$ cat src/rtl/lsu_pkg.sv
// Shared types and helpers for the load/store unit: memory format codes,
// FSM state encoding and format legality/alignment helpers.
package lsu_pkg;

  typedef enum logic [2:0] {
    FMT_B  = 3'b000,
    FMT_H  = 3'b001,
    FMT_W  = 3'b010,
    FMT_BU = 3'b100,
    FMT_HU = 3'b101
  } mem_fmt_t;

  typedef enum logic [1:0] {
    S_IDLE = 2'd0,
    S_REQ  = 2'd1,
    S_RESP = 2'd2
  } lsu_state_t;

  // Unsigned formats only make sense for loads.
  function automatic logic fmt_legal(input logic [2:0] fmt, input logic w_en);
    case (fmt)
      FMT_B, FMT_H, FMT_W: return 1'b1;
      FMT_BU, FMT_HU:      return !w_en;
      default:             return 1'b0;
    endcase
  endfunction

  function automatic logic fmt_misaligned(input logic [2:0] fmt, input logic [1:0] off);
    case (fmt)
      FMT_H, FMT_HU: return off[0];
      FMT_W:         return |off;
      default:       return 1'b0;
    endcase
  endfunction

  // Clears the address bits below the access size.
  function automatic logic [1:0] align_offset(input logic [2:0] fmt, input logic [1:0] off);
    case (fmt)
      FMT_H, FMT_HU: return {off[1], 1'b0};
      FMT_W:         return 2'b00;
      default:       return off;
    endcase
  endfunction

endpackage

$ cat src/rtl/lsu_lane.sv
// Byte-lane logic: byte enables, store data replication and load lane
// extraction with sign/zero extension.
module lsu_lane
  import lsu_pkg::*;
(
  input  logic [2:0]  fmt,
  input  logic [1:0]  offset,
  input  logic [31:0] store_data,
  input  logic [31:0] load_word,
  output logic [3:0]  byte_en,
  output logic [31:0] store_lanes,
  output logic [31:0] load_data
);

  logic [7:0]  sel_byte;
  logic [15:0] sel_half;

  // Select the addressed byte and halfword of the read word.
  always_comb begin
    sel_byte = load_word[7:0];
    case (offset)
      2'd0: sel_byte = load_word[7:0];
      2'd1: sel_byte = load_word[15:8];
      2'd2: sel_byte = load_word[23:16];
      2'd3: sel_byte = load_word[31:24];
      default: sel_byte = load_word[7:0];
    endcase
    sel_half = offset[1] ? load_word[31:16] : load_word[15:0];
  end

  // Format-dependent enables, store replication and load extension.
  always_comb begin
    byte_en     = '0;
    store_lanes = store_data;
    load_data   = load_word;
    case (fmt)
      FMT_B: begin
        byte_en     = 4'b0001 << offset;
        store_lanes = {4{store_data[7:0]}};
        load_data   = {{24{sel_byte[7]}}, sel_byte};
      end
      FMT_BU: begin
        byte_en     = 4'b0001 << offset;
        store_lanes = {4{store_data[7:0]}};
        load_data   = {24'd0, sel_byte};
      end
      FMT_H: begin
        byte_en     = 4'b0011 << offset;
        store_lanes = {2{store_data[15:0]}};
        load_data   = {{16{sel_half[15]}}, sel_half};
      end
      FMT_HU: begin
        byte_en     = 4'b0011 << offset;
        store_lanes = {2{store_data[15:0]}};
        load_data   = {16'd0, sel_half};
      end
      FMT_W: begin
        byte_en     = 4'b1111;
        store_lanes = store_data;
        load_data   = load_word;
      end
      default: begin
        byte_en     = '0;
        store_lanes = store_data;
        load_data   = load_word;
      end
    endcase
  end

endmodule

$ cat src/rtl/lsu.sv
// Load/store unit: IDLE/REQ/RESP bus sequencer between the core and a
// valid/ready data bus with a separate read-response channel.
// Optional: define LSU_MISALIGN_CHECK_EN to reject misaligned accesses with
// o_err; otherwise low address bits below the access size are ignored.
module lsu
  import lsu_pkg::*;
(
  input  logic        i_clk,
  input  logic        i_rst_n,
  input  logic        i_req,
  input  logic        i_w_en,
  input  logic [2:0]  i_fmt,
  input  logic [31:0] i_addr,
  input  logic [31:0] i_wdata,
  output logic        o_busy,
  output logic        o_done,
  output logic        o_err,
  output logic [31:0] o_rdata,
  output logic        o_bus_valid,
  input  logic        i_bus_ready,
  output logic [31:0] o_bus_addr,
  output logic        o_bus_we,
  output logic [3:0]  o_bus_be,
  output logic [31:0] o_bus_wdata,
  input  logic        i_bus_rvalid,
  input  logic [31:0] i_bus_rdata
);

  lsu_state_t  state;
  logic [2:0]  fmt_q;
  logic [1:0]  off_q;
  logic [1:0]  req_off;
  logic        req_bad;
  logic        misalign;
  logic [2:0]  lane_fmt;
  logic [1:0]  lane_off;
  logic [3:0]  lane_be;
  logic [31:0] lane_wdata;
  logic [31:0] lane_rdata;

  // Request qualification in IDLE.
  always_comb begin
`ifdef LSU_MISALIGN_CHECK_EN
    misalign = fmt_misaligned(i_fmt, i_addr[1:0]);
`else
    misalign = 1'b0;
`endif
    req_bad = !fmt_legal(i_fmt, i_w_en) || misalign;
    req_off = align_offset(i_fmt, i_addr[1:0]);
  end

  // One lane instance serves both directions: the incoming request drives it
  // in IDLE (store lanes/enables), the latched access drives it afterwards
  // (load extraction in RESP).
  always_comb begin
    lane_fmt = (state == S_IDLE) ? i_fmt : fmt_q;
    lane_off = (state == S_IDLE) ? req_off : off_q;
  end

  lsu_lane u_lane (
    .fmt         (lane_fmt),
    .offset      (lane_off),
    .store_data  (i_wdata),
    .load_word   (i_bus_rdata),
    .byte_en     (lane_be),
    .store_lanes (lane_wdata),
    .load_data   (lane_rdata)
  );

  // Access sequencer with registered outputs.
  always_ff @(posedge i_clk or negedge i_rst_n) begin
    if (!i_rst_n) begin
      state       <= S_IDLE;
      fmt_q       <= '0;
      off_q       <= '0;
      o_busy      <= 1'b0;
      o_done      <= 1'b0;
      o_err       <= 1'b0;
      o_rdata     <= '0;
      o_bus_valid <= 1'b0;
      o_bus_addr  <= '0;
      o_bus_we    <= 1'b0;
      o_bus_be    <= '0;
      o_bus_wdata <= '0;
    end else begin
      o_done <= 1'b0;
      o_err  <= 1'b0;
      case (state)
        S_IDLE: begin
          if (i_req) begin
            if (req_bad) begin
              o_err <= 1'b1;
            end else begin
              state       <= S_REQ;
              o_busy      <= 1'b1;
              o_bus_valid <= 1'b1;
              o_bus_addr  <= {i_addr[31:2], 2'b00};
              o_bus_we    <= i_w_en;
              o_bus_be    <= lane_be;
              o_bus_wdata <= lane_wdata;
              fmt_q       <= i_fmt;
              off_q       <= req_off;
            end
          end
        end
        S_REQ: begin
          if (i_bus_ready) begin
            o_bus_valid <= 1'b0;
            if (o_bus_we) begin
              state  <= S_IDLE;
              o_busy <= 1'b0;
              o_done <= 1'b1;
            end else begin
              state <= S_RESP;
            end
          end
        end
        S_RESP: begin
          if (i_bus_rvalid) begin
            state   <= S_IDLE;
            o_busy  <= 1'b0;
            o_done  <= 1'b1;
            o_rdata <= lane_rdata;
          end
        end
        default: begin
          state       <= S_IDLE;
          o_busy      <= 1'b0;
          o_bus_valid <= 1'b0;
        end
      endcase
    end
  end

endmodule

$ cat config.mk
export PLATFORM = sky130hd
export DESIGN_NAME = lsu
export DESIGN_NICKNAME = d
export VERILOG_FILES = /design/src/rtl/lsu_pkg.sv /design/src/rtl/lsu_lane.sv /design/src/rtl/lsu.sv
export SDC_FILE = /design/constraint.sdc
export NUM_CORES = 1
export LEC_CHECK = 0
export CORE_ASPECT_RATIO = 1.2
export CORE_MARGIN = 2
export CORE_UTILIZATION = 45
export DETAILED_ROUTE_END_ITERATION = 10
export PLACE_DENSITY = 0.81
export SLEW_MARGIN = 20
export SYNTH_ARGS = -nofsm -noshare
export SYNTH_HDL_FRONTEND = slang
export SYNTH_HIERARCHICAL = 1
export SYNTH_SLANG_ARGS = --single-unit
$ cat constraint.sdc
create_clock -name i_clk -period 3.3 [get_ports i_clk]
set_clock_uncertainty 0.15 [all_clocks]
set_input_delay 0.495 -clock i_clk [delete_from_list [all_inputs] [get_ports i_clk]]
set_output_delay 0.495 -clock i_clk [all_outputs]
set_load 0.02 [all_outputs]
==> results.json, run 1 <==
{
  "synth_area_leaders": "dfrtp_1 48%, mux2_2 22%, nand2_1 3.6%",
  "drive_gt1_share_pct": 24.9,
  "num_io_pins": 210,
  "routed_wl_mm": 15.4,
  "hold_slack_ns": -0.00324,
  "hold_violations": 6,
  "cts_tree": "done",
  "setup_tns_ns": 0,
  "synth_cells": 468,
  "internal-power_mw": 5.08,
  "worstPathArrival_ns": 2.99,
  "swShare_pct": 38.6,
  "diodes": 0,
  "worstMarginPinSlew_ns": 0.675,
  "holdBufCountCts": 0,
  "grt_max_degree": 74,
  "port_buffers": 207,
  "switchingPower_mw": 3.20,
  "ctsLongestPathBuffers": 2,
  "worstSetupPathDepth": 8,
  "ir_drop_mv": 0.550,
  "drt_iter0_drc": 201,
  "globalRoute.totalOverflow": 0,
  "clock_latency_ns": 0.34,
  "first_global_vias": 4823,
  "power.clock.fraction_pct": 14.2,
  "r2r_cells": 8,
  "start_util_pct": 45.6,
  "clkSinkCount": 110,
  "postRouteAntennaNets": 0,
  "area_growth_pct": 42.3,
  "p_seq_share_pct": 28.7,
  "synth_area_per_cell_um2": 12.2,
  "rsz0062_at_grt": "no",
  "die_w_um": 107,
  "routedWlPerCell_um": 18.6,
  "ys_ff_latch": 110,
  "period_minus_slack_ns": 2.92,
  "ys_seq_area_share_pct": 48.1,
  "worstPathRequired_ns": 3.37,
  "yosysWarnings": 6,
  "hold_path.class": "input port to async pin",
  "slowest_stage": "clkdlybuf4s50_1",
  "num_rows": 45,
  "p_per_area_nw_per_um2": 1020,
  "failed_checks": "hold timing",
  "worstSetupEndpointType": "flop",
  "fmax_ghz": 0.343,
  "netlist_area_um2": 5730,
  "synth_edf_count": 0,
  "critPathKind": "input port to flop",
  "cpLargestDelayFamily": "multiplexers",
  "synth_common_cells": "112 x mux2_2, 110 x dfrtp_1, 55 x nand2_1",
  "coreArea_um2": 12600,
  "clock-root-buffer": "clkbuf_16",
  "vias_per_cell": 5.46,
  "cts_resized": 0,
  "start_kind": "input port",
  "leakage_nw": 3.44,
  "synth_top_flop_cell": "dfrtp_1",
  "yosysMostFrequentCell": "mux2_2",
  "cts_buffers": 9,
  "synth_cell_types": 48,
  "die_h_um": 128,
  "dpl.hpwl_mm": 11.4,
  "synth_top_cell_area_share_pct": 48.1,
  "async_flop_share_pct": 100,
  "maxCapViolCount": 0,
  "max_slew_margin_pct": 54.9,
  "critical_path.cell_chain": "clkdlybuf4s50_1 > nor3b_1 > nor2b_1 > mux2_2 > mux2_2 > a32oi_2 > o211ai_1 > mux2_2",
  "vias": 4514,
  "fin_crit_sh_pct": 88.4,
  "track_usage_pct": 22.5,
  "drtPass1Iterations": 5,
  "slew_violations": 0,
  "gp_congestion": 0.921,
  "fp.dieArea_um2": 13600,
  "cp_slowest_stage_delay_ns": 0.47,
  "yosysTopAreaCell": "dfrtp_1",
  "cpMostUsedCell": "mux2_2",
  "nets": 768,
  "setup_viol": 0,
  "path_buf_inv": 1,
  "htreeDepth": 3,
  "status": "finished with violations",
  "fin_util_pct": 64.9,
  "cts_setup_buffers": 0,
  "grt_pass1_wl_mm": 24.1,
  "path_clk_slew_ns": 0.07,
  "drc": 0,
  "antenna_found_initial": 0,
  "crit_fanout": 7,
  "pwr-share-comb_pct": 57.1
}
==> power by group through the flow <==
stage / Clock (mW) / Sequential, mW / Combinational, mW
after global routing: 1.25 / 2.45 / 5.02
final: 1.18 / 2.37 / 4.73
after floorplan: 0 / 3.12 / 2.12
after global placement: 0 / 2.35 / 4.64
after detailed placement: 0 / 2.40 / 4.74
after CTS: 1.20 / 2.38 / 4.76
==> final cells by class <==
| type | instances | area (um^2) |
|---|---|---|
| timing repair buffer | 220 | 2200 |
| sequential | 110 | 2750 |
| tap | 164 | 205 |
| multi-input combinational | 303 | 2610 |
| clock inverter | 3 | 68.8 |
| inverter | 16 | 60.1 |
| fill | 947 | 4410 |
| clock buffer | 11 | 253 |
==> final timing paths <==
kind | from | to | slack (ns)
max in group asynchronous | i_rst_n | o_bus_wdata[10] | 2.20
min in group i_clk | fmt_q[0] | fmt_q[0] | 0.34
max | i_fmt[0] | o_rdata[8] | 0.38
min | i_rst_n | o_rdata[21] | -0.003
max reg2reg | state[0] | o_rdata[15] | 0.39
min reg2reg | fmt_q[0] | fmt_q[0] | 0.34
==> logic make-up after synthesis <==
group	share of synthesized area, %
buffers and inverters	6.49
adders and majority gates	0.656
AOI/OAI and AO/OA	10.2
muxes	27.5
DFF	48.1
and+or+nand+nor	7.06
other	0.0655
==> per-stage QoR <==
stage / total power [mW] / area (um^2) / cells / worst slack (ns) / hold WS, ns
3_3_place_gp: 6.99 / 7830 / 813 / 0.132 / 0.318
3_5_place_dp: 7.14 / 7830 / 813 / 0.0555 / 0.323
2_1_floorplan: 5.25 / 5730 / 469 / 0.781 / 0.0494
6_report: 8.28 / 8150 / 827 / 0.383 / -0.00324
5_1_grt: 8.71 / 8150 / 827 / 0.210 / 0.0503
4_1_cts: 8.33 / 8150 / 827 / 0.372 / 0.0235
==> flip-flops by register name, indices dropped and copies added (netlist names) <==
name	count
fmt_q	3
o_bus_addr	30
off_q	2
state	2
o_rdata	32
o_bus_we	1
o_bus_be	4
o_done	1
o_bus_valid	1
o_err	1
o_busy	1
o_bus_wdata	32
==> layer usage <==
metal	up-vias	routed length, um	track usage, %
li1	2041	-	-
met1	2230	5510	24.2
met2	213	8220	41.5
met3	30	1250	6.48
met4	0	425	8.79
met5	-	0	0
==> layout by cell type (no fill, tap or decap), types with 8 or more instances in the layout <==
| cell type | Yosys | routed |
|---|---|---|
| dfrtp_1 | 110 | 110 |
| mux2i_1 | 11 | 11 |
| a22oi_1 | 9 | 9 |
| buf_4 | 15 | 11 |
| nand2_1 | 55 | 55 |
| clkdlybuf4s50_1 | 0 | 206 |
| inv_1 | 14 | 14 |
| a21oi_1 | 8 | 8 |
| nor2_1 | 12 | 12 |
| o21ai_0 | 16 | 16 |
| clkbuf_16 | 0 | 9 |
| o211ai_1 | 8 | 8 |
| mux2_2 | 112 | 112 |
Power figures use the tool's default switching activity.
==> run 2: changes to the inputs <==
--- a/config.mk
+++ b/config.mk
@@ -5,6 +5,7 @@
 export SDC_FILE = /design/constraint.sdc
 export NUM_CORES = 1
 export LEC_CHECK = 0
+export ABC_CLOCK_PERIOD_IN_PS = 3300
 export CORE_ASPECT_RATIO = 1.2
 export CORE_MARGIN = 2
 export CORE_UTILIZATION = 45
==> results of run 2 <==
The final DEF is identical to that of run 1; final timing and power are the same.
==> run 3: changes to the inputs <==
--- a/config.mk
+++ b/config.mk
@@ -6,11 +6,13 @@
 export NUM_CORES = 1
 export LEC_CHECK = 0
 export ABC_CLOCK_PERIOD_IN_PS = 3300
+export CELL_PAD_IN_SITES_DETAIL_PLACEMENT = 0
+export CELL_PAD_IN_SITES_GLOBAL_PLACEMENT = 1
 export CORE_ASPECT_RATIO = 1.2
 export CORE_MARGIN = 2
-export CORE_UTILIZATION = 45
+export CORE_UTILIZATION = 35
 export DETAILED_ROUTE_END_ITERATION = 10
-export PLACE_DENSITY = 0.81
+export PLACE_DENSITY_LB_ADDON = 0.1
 export SLEW_MARGIN = 20
 export SYNTH_ARGS = -nofsm -noshare
 export SYNTH_HDL_FRONTEND = slang
==> run 3 against run 2 <==
The flow now finishes without violations. Sequential power about the same. Non-clock buffer count rose by 2. Worst hold slack better by 0.13 ns. Sequential cell count stayed put. Register-to-register slack got worse by 0.02 ns. Cell area grew 1.0%. Via count fell by 3.5%. Wire length is 4.8% higher. First-iteration DRC count fell by 24%. Utilization shrank 14 points. Largest cell class unchanged. Largest power group unchanged.
==> results.json, run 3 (synthesis results as in run 1) <==
{
  "status": "finished clean",
  "cts_setup_buffers": 0,
  "leakage_nw": 3.46,
  "routed_wl_mm": 16.2,
  "clkSinkCount": 110,
  "critical_path.cell_chain": "inv_1 > ha_1 > mux2_2 > buf_4 > nor2b_1 > a22oi_1 > o211ai_1 > mux2_2",
  "fmax_ghz": 0.341,
  "crit_fanout": 16,
  "start_kind": "flop",
  "drc": 0,
  "regArea_um2": 2750,
  "die_h_um": 144,
  "final_cell_mix": "206 x clkdlybuf4s50_1, 112 x mux2_2, 110 x dfrtp_1",
  "track_usage_pct": 18.7,
  "die_w_um": 121,
  "period_minus_slack_ns": 2.93,
  "antenna_found_initial": 0,
  "worstSetupEndpointType": "flop",
  "rsz0062_at_grt": "no",
  "gp_congestion": 0.809,
  "worstPathArrival_ns": 3.08,
  "cts_resized": 0,
  "fin_crit_sh_pct": 88.9,
  "drive_gt1_share_pct": 25.3,
  "htreeDepth": 3,
  "maxCapViolCount": 0,
  "path_clk_slew_ns": 0.07,
  "num_io_pins": 210,
  "grt_pass1_wl_mm": 25.0,
  "multi_input_area_um2": 2610,
  "hold_violations": 0,
  "drtPass1Iterations": 4,
  "first_global_vias": 4619,
  "routedWlPerCell_um": 18.4,
  "hold_path.class": "input port to async pin",
  "drt_iter0_drc": 152,
  "nFillCells": 1476,
  "max_slew_margin_pct": 36.8,
  "ir_drop_mv": 0.469,
  "r2r_cells": 8,
  "slowest_stage": "nor2b_1",
  "largestRegisters": "o_bus_wdata: 32 flops, o_rdata: 32 flops, o_bus_addr: 30 flops",
  "globalRoute.totalOverflow": 0,
  "worstPathRequired_ns": 3.45,
  "area_growth_pct": 43.8,
  "coreArea_um2": 16100,
  "worstMarginPinSlew_ns": 0.949,
  "slew_violations": 0,
  "cts_tree": "done",
  "final_common_cell": "clkdlybuf4s50_1",
  "r2r_end": "o_rdata[10]",
  "ctsLongestPathBuffers": 2,
  "grt_max_degree": 70,
  "diodes": 0,
  "cpMostUsedCell": "mux2_2",
  "cts_buffers": 9,
  "port_buffers": 207,
  "nets": 770,
  "r2r_slack_ns": 0.37,
  "fp.dieArea_um2": 17400,
  "vias_per_cell": 4.96,
  "clock-root-buffer": "clkbuf_16",
  "critPathKind": "flop to flop",
  "postRouteAntennaNets": 0,
  "cp_slowest_stage_delay_ns": 0.61,
  "dpl.hpwl_mm": 11.8,
  "clock_latency_ns": 0.35,
  "holdBufCountCts": 0,
  "setup_viol": 0,
  "num_rows": 51,
  "setup_tns_ns": 0,
  "vias": 4356,
  "hold_slack_ns": 0.126,
  "start_util_pct": 35.5,
  "r2r_start": "state[1]",
  "p_per_area_nw_per_um2": 1010
}
-- run 3: cell count changes in the layout (fill, tap and decap cells not counted), sizes merged --
cell and delta:
buf +2, inv +1, bufinv -1, clkbuf +1
clkinv +1
-- run 3: through the flow --
step	total power, mW	cells	utilization, %	area [um^2]	worst slack (ns)
3_3_place_gp	7.13	863	49.0	7920	0.0484
4_1_cts	8.41	879	51.0	8230	0.331
3_5_place_dp	7.21	863	49.0	7920	0.0251
2_1_floorplan	5.25	469	-	5730	0.781
5_1_grt	8.83	879	51.0	8230	0.156
6_report	8.29	879	51.0	8230	0.366
-- run 3: how the worst max path moves through the flow --
stage               slack (ns)  startpoint  cells after the start          end
floorplan                 0.78    state[0]                     11   o_rdata[3]
global placement          0.05    i_fmt[1]                      8  o_rdata[11]
detailed placement        0.03    i_fmt[0]                      8  o_rdata[10]
CTS                       0.33    state[1]                      7   o_rdata[2]
global route              0.16    state[1]                      7   o_rdata[2]
finish                    0.37    state[1]                      8  o_rdata[10]
-- run 3: per-layer routing --
metal  wire length (um)  vias to the layer above  part of all wire (%)  track usage, %
met5                  0                        -                     0               0
met3               1350                       12                   8.3            6.39
li1                   -                     2048                     -               -
met4                184                        0                   1.1            5.94
met1               6240                     2146                    39            21.4
met2               8380                      150                    52            33.1
-- run 3: layout make-up --
class                      instances  area share (%)
sequential                       110            33.4
clock inverter                     4           0.638
multi-input combinational        303            31.6
timing repair buffer             222            27.1
tap                              212            3.22
inverter                          16           0.729
clock buffer                      12            3.24
-- run 3: power breakdown --
part | switching (mW) | internal, mW | total, mW | leakage [nW]
Clock | 0.509 | 0.655 | 1.16 | 0.159
Combinational | 2.38 | 2.38 | 4.76 | 1.96
Sequential | 0.351 | 2.02 | 2.37 | 1.33
-- run 3: critical path, delay by kind of cell, from the launching register on --
kind	cells	cell delay [ns]
adder cells (fa/ha/maj)	1	0.50
buffers and inverters	2	0.34
multiplexers	2	0.51
AND/OR/NAND/NOR	1	0.61
flip-flops	1	0.38
AO/OA/AOI/OAI	2	0.36
